==> src/rtl/gpu_cmd_queue_pkg.sv <==
// Shared types for the GPU command queue: opcodes, FSM states, command record, width helpers.
package gpu_cmd_queue_pkg;

  typedef enum logic [1:0] {
    OP_NOP   = 2'd0,
    OP_DRAW  = 2'd1,
    OP_CLEAR = 2'd2,
    OP_FENCE = 2'd3
  } op_e;

  typedef enum logic [2:0] {
    ST_IDLE   = 3'd0,
    ST_SETUP  = 3'd1,
    ST_STROBE = 3'd2,
    ST_WAIT   = 3'd3,
    ST_FENCE  = 3'd4
  } state_e;

  // Framebuffer-independent head of a queued command; the top appends the
  // geometry fields (width, x, height, y) whose widths follow the framebuffer.
  typedef struct packed {
    op_e         op;
    logic [31:0] address;
    logic [15:0] address_x;
    logic [15:0] address_y;
    logic [15:0] image_width;
    logic [15:0] clear_color;
  } cmd_fixed_t;

  function automatic int coord_bits(input int extent);
    return $clog2(extent) + 2;
  endfunction

  function automatic int level_bits(input int depth);
    return $clog2(depth) + 1;
  endfunction

endpackage

==> src/rtl/gpu_cmd_queue_if.sv <==
// CPU-side push bus of the GPU command queue; master = CPU/MMIO, slave = queue.
interface gpu_cmd_queue_if #(
  parameter int FB_WIDTH  = 400,
  parameter int FB_HEIGHT = 240
) ();
  localparam int W = gpu_cmd_queue_pkg::coord_bits(FB_WIDTH);
  localparam int H = gpu_cmd_queue_pkg::coord_bits(FB_HEIGHT);

  logic         cmd_valid;
  logic         cmd_ready;
  logic [1:0]   cmd_op;
  logic [31:0]  cmd_address;
  logic [15:0]  cmd_address_x;
  logic [15:0]  cmd_address_y;
  logic [15:0]  cmd_image_width;
  logic [W-1:0] cmd_width;
  logic [W-1:0] cmd_x;
  logic [H-1:0] cmd_height;
  logic [H-1:0] cmd_y;
  logic [15:0]  cmd_clear_color;

  modport master (
    output cmd_valid, cmd_op, cmd_address, cmd_address_x, cmd_address_y,
           cmd_image_width, cmd_width, cmd_x, cmd_height, cmd_y, cmd_clear_color,
    input  cmd_ready
  );

  modport slave (
    input  cmd_valid, cmd_op, cmd_address, cmd_address_x, cmd_address_y,
           cmd_image_width, cmd_width, cmd_x, cmd_height, cmd_y, cmd_clear_color,
    output cmd_ready
  );
endinterface

==> src/rtl/gpu_cmd_queue_fifo.sv <==
// Generic synchronous FIFO, DEPTH a power of two; head word shown combinationally.
// Latency: a push is visible at the head from the next cycle.
// Backpressure: full is registered state, a pop frees its slot only from the next cycle.
module gpu_cmd_queue_fifo #(
  parameter  int WIDTH = 8,
  parameter  int DEPTH = 8,
  localparam int AW    = $clog2(DEPTH)
) (
  input  logic             clk,
  input  logic             reset,
  input  logic             push,
  input  logic [WIDTH-1:0] push_dat,
  input  logic             pop,
  output logic [WIDTH-1:0] pop_dat,
  output logic             full,
  output logic             empty,
  output logic [AW:0]      level
);
  localparam logic [AW:0] FULL_LVL = (AW+1)'(DEPTH);

  logic [WIDTH-1:0] mem [DEPTH];
  logic [AW-1:0]    wr_ptr;
  logic [AW-1:0]    rd_ptr;
  logic [AW:0]      count;
  logic             push_ok;
  logic             pop_ok;

  assign full    = (count == FULL_LVL);
  assign empty   = (count == '0);
  assign level   = count;
  assign push_ok = push && !full;
  assign pop_ok  = pop && !empty;
  assign pop_dat = mem[rd_ptr];

  always_ff @(posedge clk or negedge reset) begin
    if (!reset) begin
      wr_ptr <= '0;
      rd_ptr <= '0;
      count  <= '0;
    end else begin
      if (push_ok) wr_ptr <= wr_ptr + AW'(1);
      if (pop_ok)  rd_ptr <= rd_ptr + AW'(1);
      count <= count + (AW+1)'(push_ok) - (AW+1)'(pop_ok);
    end
  end

  always_ff @(posedge clk) begin
    if (push_ok) mem[wr_ptr] <= push_dat;
  end
endmodule

==> src/rtl/gpu_cmd_queue.sv <==
// Queues CPU draw/clear commands and replays each onto the GPU ctrl pins as a one-cycle strobe.
// Latency: push at edge t into an idle queue -> ctrl fields after t+1, strobe high t+2..t+3.
// Backpressure: cmd_ready = !full; commands issue only while gpu_busy is low. GPU_CMD_VSYNC_EN adds vsync-gated FENCE.
module gpu_cmd_queue
  import gpu_cmd_queue_pkg::*;
#(
  parameter  int FB_WIDTH    = 400,
  parameter  int FB_HEIGHT   = 240,
  parameter  int QUEUE_DEPTH = 8,
  localparam int W  = coord_bits(FB_WIDTH),
  localparam int H  = coord_bits(FB_HEIGHT),
  localparam int LW = level_bits(QUEUE_DEPTH)
) (
  input  logic             clk,
  input  logic             reset,
  gpu_cmd_queue_if.slave   cmd,
  output logic [31:0]      ctrl_address,
  output logic [15:0]      ctrl_address_x,
  output logic [15:0]      ctrl_address_y,
  output logic [15:0]      ctrl_image_width,
  output logic [W-1:0]     ctrl_width,
  output logic [W-1:0]     ctrl_x,
  output logic [H-1:0]     ctrl_height,
  output logic [H-1:0]     ctrl_y,
  output logic [15:0]      ctrl_clear_color,
  output logic             ctrl_draw,
  output logic             ctrl_clear,
`ifdef GPU_CMD_VSYNC_EN
  input  logic             vsync,
`endif
  input  logic             gpu_busy,
  output logic [LW-1:0]    queue_level,
  output logic [15:0]      done_count,
  output logic             idle
);
  typedef struct packed {
    cmd_fixed_t   f;
    logic [W-1:0] width;
    logic [W-1:0] x;
    logic [H-1:0] height;
    logic [H-1:0] y;
  } cmd_t;

  localparam int CW = $bits(cmd_t);

  cmd_t   push_word;
  cmd_t   head;
  cmd_t   cur;
  state_e state;
  state_e nxt;
  logic   fifo_full;
  logic   fifo_empty;
  logic   pop;
  logic   retire;

  always_comb begin
    push_word               = '0;
    push_word.f.op          = op_e'(cmd.cmd_op);
    push_word.f.address     = cmd.cmd_address;
    push_word.f.address_x   = cmd.cmd_address_x;
    push_word.f.address_y   = cmd.cmd_address_y;
    push_word.f.image_width = cmd.cmd_image_width;
    push_word.f.clear_color = cmd.cmd_clear_color;
    push_word.width         = cmd.cmd_width;
    push_word.x             = cmd.cmd_x;
    push_word.height        = cmd.cmd_height;
    push_word.y             = cmd.cmd_y;
  end

  gpu_cmd_queue_fifo #(
    .WIDTH (CW),
    .DEPTH (QUEUE_DEPTH)
  ) u_fifo (
    .clk      (clk),
    .reset    (reset),
    .push     (cmd.cmd_valid),
    .push_dat (push_word),
    .pop      (pop),
    .pop_dat  (head),
    .full     (fifo_full),
    .empty    (fifo_empty),
    .level    (queue_level)
  );

  assign cmd.cmd_ready = !fifo_full;
  assign idle          = fifo_empty && (state == ST_IDLE);

  always_ff @(posedge clk or negedge reset) begin
    if (!reset) state <= ST_IDLE;
    else        state <= nxt;
  end

  always_comb begin
    nxt    = state;
    pop    = 1'b0;
    retire = 1'b0;
    case (state)
      ST_IDLE: begin
        if (!fifo_empty) begin
          pop = 1'b1;
          nxt = ST_SETUP;
        end
      end
      // Fields were loaded on entry, so the GPU sees them for a full cycle before any strobe.
      ST_SETUP: begin
        case (cur.f.op)
          OP_NOP: begin
            retire = 1'b1;
            nxt    = ST_IDLE;
          end
          OP_FENCE: begin
`ifdef GPU_CMD_VSYNC_EN
            nxt    = ST_FENCE;
`else
            retire = 1'b1;
            nxt    = ST_IDLE;
`endif
          end
          default: begin
            if (!gpu_busy) nxt = ST_STROBE;
          end
        endcase
      end
      ST_STROBE: nxt = ST_WAIT;
      ST_WAIT: begin
        if (!gpu_busy) begin
          retire = 1'b1;
          nxt    = ST_IDLE;
        end
      end
      ST_FENCE: begin
`ifdef GPU_CMD_VSYNC_EN
        if (vsync && !gpu_busy) begin
          retire = 1'b1;
          nxt    = ST_IDLE;
        end
`else
        retire = 1'b1;
        nxt    = ST_IDLE;
`endif
      end
      default: nxt = ST_IDLE;
    endcase
  end

  always_ff @(posedge clk or negedge reset) begin
    if (!reset) begin
      cur        <= '0;
      ctrl_draw  <= 1'b0;
      ctrl_clear <= 1'b0;
      done_count <= '0;
    end else begin
      if (pop)    cur        <= head;
      if (retire) done_count <= done_count + 16'd1;
      ctrl_draw  <= (nxt == ST_STROBE) && (cur.f.op == OP_DRAW);
      ctrl_clear <= (nxt == ST_STROBE) && (cur.f.op == OP_CLEAR);
    end
  end

  assign ctrl_address     = cur.f.address;
  assign ctrl_address_x   = cur.f.address_x;
  assign ctrl_address_y   = cur.f.address_y;
  assign ctrl_image_width = cur.f.image_width;
  assign ctrl_clear_color = cur.f.clear_color;
  assign ctrl_width       = cur.width;
  assign ctrl_x           = cur.x;
  assign ctrl_height      = cur.height;
  assign ctrl_y           = cur.y;
endmodule
==> src/flat_wrapper.sv <==
// flat-port wrapper written by rule: the top's interface ports become plain ports
module gpu_cmd_queue_flat import gpu_cmd_queue_pkg::*;
#(
  parameter  int FB_WIDTH    = 400,
  parameter  int FB_HEIGHT   = 240,
  parameter  int QUEUE_DEPTH = 8,
  localparam int W  = coord_bits(FB_WIDTH),
  localparam int H  = coord_bits(FB_HEIGHT),
  localparam int LW = level_bits(QUEUE_DEPTH)
)
  (clk, reset, ctrl_address, ctrl_address_x, ctrl_address_y, ctrl_image_width, ctrl_width, ctrl_x, ctrl_height, ctrl_y, ctrl_clear_color, ctrl_draw, ctrl_clear, gpu_busy, queue_level, done_count, idle, cmd_cmd_valid, cmd_cmd_op, cmd_cmd_address, cmd_cmd_address_x, cmd_cmd_address_y, cmd_cmd_image_width, cmd_cmd_width, cmd_cmd_x, cmd_cmd_height, cmd_cmd_y, cmd_cmd_clear_color, cmd_cmd_ready);
  gpu_cmd_queue_if #(.FB_WIDTH(FB_WIDTH), .FB_HEIGHT(FB_HEIGHT)) cmd_i ();
  input  logic clk;
  input  logic reset;
  output logic [31:0] ctrl_address;
  output logic [15:0] ctrl_address_x;
  output logic [15:0] ctrl_address_y;
  output logic [15:0] ctrl_image_width;
  output logic [W-1:0] ctrl_width;
  output logic [W-1:0] ctrl_x;
  output logic [H-1:0] ctrl_height;
  output logic [H-1:0] ctrl_y;
  output logic [15:0] ctrl_clear_color;
  output logic ctrl_draw;
  output logic ctrl_clear;
  input  logic gpu_busy;
  output logic [LW-1:0] queue_level;
  output logic [15:0] done_count;
  output logic idle;
  input wire logic [$bits(cmd_i.cmd_valid)-1:0] cmd_cmd_valid;
  input wire logic [$bits(cmd_i.cmd_op)-1:0] cmd_cmd_op;
  input wire logic [$bits(cmd_i.cmd_address)-1:0] cmd_cmd_address;
  input wire logic [$bits(cmd_i.cmd_address_x)-1:0] cmd_cmd_address_x;
  input wire logic [$bits(cmd_i.cmd_address_y)-1:0] cmd_cmd_address_y;
  input wire logic [$bits(cmd_i.cmd_image_width)-1:0] cmd_cmd_image_width;
  input wire logic [$bits(cmd_i.cmd_width)-1:0] cmd_cmd_width;
  input wire logic [$bits(cmd_i.cmd_x)-1:0] cmd_cmd_x;
  input wire logic [$bits(cmd_i.cmd_height)-1:0] cmd_cmd_height;
  input wire logic [$bits(cmd_i.cmd_y)-1:0] cmd_cmd_y;
  input wire logic [$bits(cmd_i.cmd_clear_color)-1:0] cmd_cmd_clear_color;
  output wire logic [$bits(cmd_i.cmd_ready)-1:0] cmd_cmd_ready;
  assign cmd_i.cmd_valid = cmd_cmd_valid;
  assign cmd_i.cmd_op = cmd_cmd_op;
  assign cmd_i.cmd_address = cmd_cmd_address;
  assign cmd_i.cmd_address_x = cmd_cmd_address_x;
  assign cmd_i.cmd_address_y = cmd_cmd_address_y;
  assign cmd_i.cmd_image_width = cmd_cmd_image_width;
  assign cmd_i.cmd_width = cmd_cmd_width;
  assign cmd_i.cmd_x = cmd_cmd_x;
  assign cmd_i.cmd_height = cmd_cmd_height;
  assign cmd_i.cmd_y = cmd_cmd_y;
  assign cmd_i.cmd_clear_color = cmd_cmd_clear_color;
  assign cmd_cmd_ready = cmd_i.cmd_ready;
  gpu_cmd_queue #(.FB_WIDTH(FB_WIDTH), .FB_HEIGHT(FB_HEIGHT), .QUEUE_DEPTH(QUEUE_DEPTH)) u_core (.clk(clk), .reset(reset), .cmd(cmd_i), .ctrl_address(ctrl_address), .ctrl_address_x(ctrl_address_x), .ctrl_address_y(ctrl_address_y), .ctrl_image_width(ctrl_image_width), .ctrl_width(ctrl_width), .ctrl_x(ctrl_x), .ctrl_height(ctrl_height), .ctrl_y(ctrl_y), .ctrl_clear_color(ctrl_clear_color), .ctrl_draw(ctrl_draw), .ctrl_clear(ctrl_clear), .gpu_busy(gpu_busy), .queue_level(queue_level), .done_count(done_count), .idle(idle));
endmodule
==> config.mk <==
export PLATFORM = sky130hd
export DESIGN_NAME = gpu_cmd_queue_flat
export DESIGN_NICKNAME = d
export VERILOG_FILES = /design/src/rtl/gpu_cmd_queue_pkg.sv /design/src/rtl/gpu_cmd_queue_if.sv /design/src/rtl/gpu_cmd_queue_fifo.sv /design/src/rtl/gpu_cmd_queue.sv /design/src/flat_wrapper.sv
export SDC_FILE = /design/constraint.sdc
export NUM_CORES = 1
export LEC_CHECK = 0
export ABC_AREA = 1
export CAP_MARGIN = 20
export CORE_AREA = 3 3 234 465
export DETAILED_ROUTE_END_ITERATION = 10
export DIE_AREA = 0 0 237 468
export GPL_TIMING_DRIVEN = 0
export HOLD_SLACK_MARGIN = 0.08
export PLACE_DENSITY = 0.71
export SLEW_MARGIN = 20
export SYNTH_ARGS = -nofsm -noshare
export SYNTH_HDL_FRONTEND = slang
export SYNTH_SLANG_ARGS = --single-unit
==> constraint.sdc <==
create_clock -name clk -period 7.3 [get_ports clk]
set_clock_uncertainty 0.2 [all_clocks]
set_input_delay 1.095 -clock clk [delete_from_list [all_inputs] [get_ports clk]]
set_output_delay 1.095 -clock clk [all_outputs]
set_load 0.05 [all_outputs]
-- After elaboration in Yosys (flattened, before gate mapping)
Memory sizes are Yosys's and may differ from the RTL's. A register that Yosys moved wholly into a read port is not among the register bits.
Cells that the tools add are included.
- bits of input ports: 144
- output and inout port bits: 162
- register bits: 31
- bits in writable memories: 1120
- memories: 1
- word-level logic and storage cells: 46
- memories (memory ; depth ; width ; rd ports ; clocked after memory_dff ; write ports ; line ; source):
    u_core.u_fifo.mem ; 8 ; 140 ; 1 ; 1 ; 1 ; gpu_cmd_queue_fifo.sv:21 ; logic [WIDTH-1:0] mem [DEPTH];
- equality and inequality tests: 9
- $add $sub $neg: 5
- muxes and demuxes: 12
- reduce and logical (&&, ||, !) cells: 12
- operator list (kind ; count):
    $add 16x1->16 const B ; 1
    $mux 3 ; 4
    $pmux 3 s4 ; 1
    $eq 3x2->1 const B ; 3
    $add 3x1->3 const B ; 2
    $mux 1 ; 6
    $logic_and 1x1->1 ; 5
    $add 4x1->4 ; 1
    $eq 2x2->1 const B ; 2
    $eq 4x4->1 const B ; 1
    $logic_not 4->1 ; 1
    $sub 4x1->4 ; 1
    $eq 3x1->1 const B ; 1
    $eq 3x3->1 const B ; 1
    $logic_not 1->1 ; 3
    $logic_not 3->1 ; 1
    $pmux 1 s3 ; 1
    $eq 2x1->1 const B ; 1
    $logic_not 2->1 ; 1
    $reduce_or 2->1 ; 1

-- Depth between registers and ports, before layout
- word-level depth: 6
- gate-level depth with buffers: 12
- depth with buffers taken out: 11

-- Hierarchy
A second synthesis with hierarchy kept.
- cell total of the unflattened synthesis: 5810
- area, all modules: 56626.8 um2
- modules (own cells, without submodules) (module ; seq. area each (um2) ; instances ; cells each ; area an instance (um2)):
    gpu_cmd_queue_fifo ; 33882.5 ; 1 ; 4909 ; 49104.6
    gpu_cmd_queue ; 4028.9 ; 1 ; 901 ; 7522.2

-- Worst setup path before layout
Ideal clock, no wire load.
- path kind: register to register
- from: reg u_core.u_fifo.count[2], in the netlist u_core.u_fifo.level[2]
- to: mem u_core.u_fifo.mem[0][0] in the netlist's numbering, enable pin
- clock period less this slack: 8561 ps
- data required time: 6459 ps
- arrival: 7720 ps
- stages on the path, launching flop included: 7
- path buffers: 0
- setup slack: -1261 ps
- setup time: 641 ps
- cells stage by stage: dfrtp_1 > inv_1 > ha_1 > nand3_1 > nand2_1 > or2_2 > nor2_1
- longest elaborated chain between the ends: 5
- ends and longest elaborated chain (what ; line ; source):
    start, declared ; gpu_cmd_queue_fifo.sv:24 ; logic [AW:0] count;
    start signal, assigned ; gpu_cmd_queue_fifo.sv:43 ; count <= count + (AW+1)'(push_ok) - (AW+1)'(pop_ok);
    $eq 4x4->1 ; gpu_cmd_queue_fifo.sv:28 ; assign full = (count == FULL_LVL);
    $logic_not 1->1 ; - ;
    net cmd_cmd_ready ; flat_wrapper.sv:41 ; output wire logic [$bits(cmd_i.cmd_ready)-1:0] cmd_cmd_ready;
    $logic_and 1x1->1 ; gpu_cmd_queue_fifo.sv:31 ; assign push_ok = push && !full;
    $mux 1 ; gpu_cmd_queue_fifo.sv:48 ; if (push_ok) mem[wr_ptr] <= push_dat;
    $mux 1 (implied by the code) ; gpu_cmd_queue_fifo.sv:48 ;
    end, declared ; gpu_cmd_queue_fifo.sv:21 ;
The timed path passes the listed nets, and every way through them passes these cells.

-- Final worst setup path
- from: reg u_core.u_fifo.count[2], in the netlist u_core.u_fifo.level[2]
- to: out idle
- longest elaborated chain between the ends: 2
- ends and longest elaborated chain (what ; line ; source):
    $logic_not 4->1 ; gpu_cmd_queue_fifo.sv:29 ; assign empty = (count == '0);
    $logic_and 1x1->1 ; gpu_cmd_queue.sv:86 ; assign idle = fifo_empty && (state == ST_IDLE);
    end, declared ; flat_wrapper.sv:29 ; output logic idle;
Every way passes these cells.

==> summary.txt <==
outcome: completed
Setup crit start: u_core.u_fifo.level[2]
number of DRC markers in iteration 0: 3608
Final Non-Filler Cells: 6621
startpoint class of the critical path: flip-flop
Die Ht: 468 µm
synthesis-to-finish area growth: 19.4%
Final period util: 50.6%
commonest non-fill, non-tap cell in the layout: nand2_1
drt total wl: 145 mm
post-DR wirelength/cell: 21.9 µm
clock buffers created by TritonCTS: 108
initial antenna violation count: 25
Synth Instances: 4672
post-layout min period: 3700 ps
Yosys warning total: 0
slowest CP cell: clkdlybuf4s50_1
FP Rows: 168
endpoints failing hold: 0
drt pass-1 iters: 5
syn_nets: 4828
Total GRT Usage: 25.8%
PwrDens: 435 mW/mm²
worst r2r src: u_core.u_fifo.level[2]
share of layout cells above drive strength 1: 10.7%
clk root buf: clkbuf_16
commonest non-fill, non-tap cells in the layout: nand2_1 (2076), edfxtp_1 (1120), nand3_1 (436), clkdlybuf4s50_1 (304), nor2_1 (203)
WS Path Type: reg -> out
largest net degree at the start of global routing: 82
CTS HTree Levels: 3
Net Sw Frac: 39.7%
Crit path largest cell delay: 810 ps
hold buffer count at CTS: 1
vias in the first global route: 35.1k
setup bufs post-CTS: 0
CTS Buffer Depth: 3
Tightest Pin Transition: 874 ps
post-cts sizing count: 0
grt total ovfl: 0
CTS tree: done
# setup viols final: 0
# fillers: 8101
Ports: 306
starting utilization of the core area: 50.0%
Slew Limit Fails: 0
LEAKAGE: 0.0251 µW
Mapped Area: 0.0526 mm²
Seq/Total Area, Yosys: 72.1%
critical path cell sequence: inv_1 > ha_1 > nand3_1 > nor2_1 > clkdlybuf4s50_1
worst path bufs/invs: 2
cell family with most CP delay: buffers and inverters
Final #Nets: 5307
post-DP HPWL: 98.3 mm
CP required: 6000 ps
Max-Cap Viols: 0
Unique masters post-synth: 29
final core occ: 59.7%
DR vias/cell: 5.38
global-route wire length before repair: 213 mm
sw power: 10900 µW
Reg power frac: 36.2%
Max IR drop VDD: 305 µV
Crit. End Element: output port
Hold Crit Start: u_core.ctrl_clear_color[3]
data arrival time of the critical path: 2400 ps
drt drc: 0
combinational power share: 41.1%
Hold Path Class: reg -> reg
P_int: 16500 µW
Fmax: 271 MHz
Fin Hold WS: 282 ps
Die Area: 0.111 mm²
ANT nets after route: 0
DR vias: 35.6k
core box area: 0.105 mm²
unrepaired setup endpoints after global routing: no
clock group share of total power: 22.7%
Inst Count DP: 6400
Yosys reg bits: 1291
clock transition at the registers of the reported paths: 70 ps
Die X: 237 µm
Post-Syn Area per Cell: 11.3 µm²
GP Congestion: 0.829
Port Buffers: 305
Critical Path Fanout Max: 3
Worst slew margin: 41.7%
CTS Sinks: 1291
worst skew pair latency: 720 ps
## cell type report
class | instances | area, µm² | share of cell area, %
Inverter | 84 | 318 | 0.506
Clock buffer | 129 | 2940 | 4.67
Timing Repair Buffer | 369 | 4580 | 7.28
Multi-Input combinational cell | 2910 | 12000 | 19.2
Tap cell | 1360 | 1700 | 2.71
Clock inverter | 77 | 913 | 1.45
Buffer | 387 | 2400 | 3.82
Antenna cell | 14 | 35.0 | 0.0558
Sequential cell | 1291 | 37900 | 60.3
## per-layer routing
metal / wire (µm) / share of wire (%) / GRT usage [%] / up-vias
met4: 6310 / 4.4 / 11.7 / 24
met1: 52600 / 36 / 30.4 / 17100
met2: 73800 / 51 / 45.6 / 1604
li1: - / - / - / 16500
met3: 12200 / 8.4 / 5.12 / 378
met5: 155 / 0.11 / 0 / -
## worst paths after layout
path                       slack (ps)                          end  cells past startpoint
hold / removal                    280   u_core.ctrl_clear_color[3]                      2
min in group asynchronous         610  u_core.ctrl_image_width[14]                      2
setup reg to reg                 3940     u_core.u_fifo.mem[1][52]                     11
max in group asynchronous        5070       u_core.ctrl_address[1]                      4
hold reg to reg                   280   u_core.ctrl_clear_color[3]                      2
setup / recovery                 3600                         idle                      5
## per-stage QoR
stage / total power, µW / area, µm² / setup slack, ps / setup TNS, ps
final: 27400 / 62800 / 3600 / 0
after global placement: 21100 / 57400 / -7020 / -7618080
after global routing: 28700 / 62800 / 3460 / 0
after CTS: 27500 / 62800 / 3550 / 0
after detailed placement: 21200 / 58900 / 3190 / 0
after floorplan: 17100 / 52600 / -1260 / -1188600
## synthesized netlist by cell type, drive strengths merged
library cell	n	share of area (%)
nand2	2077	15
edfxtp	1120	64
nand3	436	4.1
buf	315	4.0
nor2	211	1.5
dfrtp	171	8.1
o21ai	100	0.95
inv	83	0.60
clkbuf	72	0.51
o211ai	48	0.69
ha	11	0.26
nand4	8	0.095
xor2	5	0.083
nand3b	4	0.057
xnor2	4	0.067
nor3	2	0.019
a21oi	1	0.0095
clkinv	1	0.0071
conb	1	0.0071
fa	1	0.038
or2	1	0.012
## flip-flops by register name (all words and copies together) (netlist names), 4 cells and up
name	cells
u_core.ctrl_address	32
u_core.ctrl_y	10
u_core.ctrl_clear_color	16
u_core.ctrl_x	11
u_core.ctrl_address_y	16
u_core.ctrl_height	10
u_core.done_count	16
u_core.ctrl_address_x	16
u_core.ctrl_width	11
u_core.ctrl_image_width	16
u_core.u_fifo.mem	1120
u_core.u_fifo.level	4
## logic make-up after synthesis
logic type	Yosys count	synth area share (%)
AND/OR/NAND/NOR	2739	20.7
flip-flops	1291	72.1
buffers and inverters	471	5.16
AO/OA/AOI/OAI	149	1.65
adder cells (fa/ha/maj)	12	0.300
XOR/XNOR	9	0.150
other	1	0.00713
## worst register-to-register path, stage by stage (launching register included)
cell,delay (ps)
dfrtp_1,350
inv_1,80
ha_1,200
nand3_1,110
nand2_1,160
inv_1,180
nand2_1,270
nor2_4,650
buf_16,260
buf_16,200
buf_12,210
buf_16,200
## power groups by stage
stage | Clock (µW) | Sequential, µW | Combinational, µW
6_report | 6220 | 9890 | 11200
5_1_grt | 6570 | 9990 | 12100
4_1_cts | 6300 | 9880 | 11300
3_5_place_dp | 0 | 10000 | 11200
3_3_place_gp | 0 | 10400 | 10600
2_1_floorplan | 0 | 10200 | 6910
No activity file was read; power rests on OpenSTA's default activity.
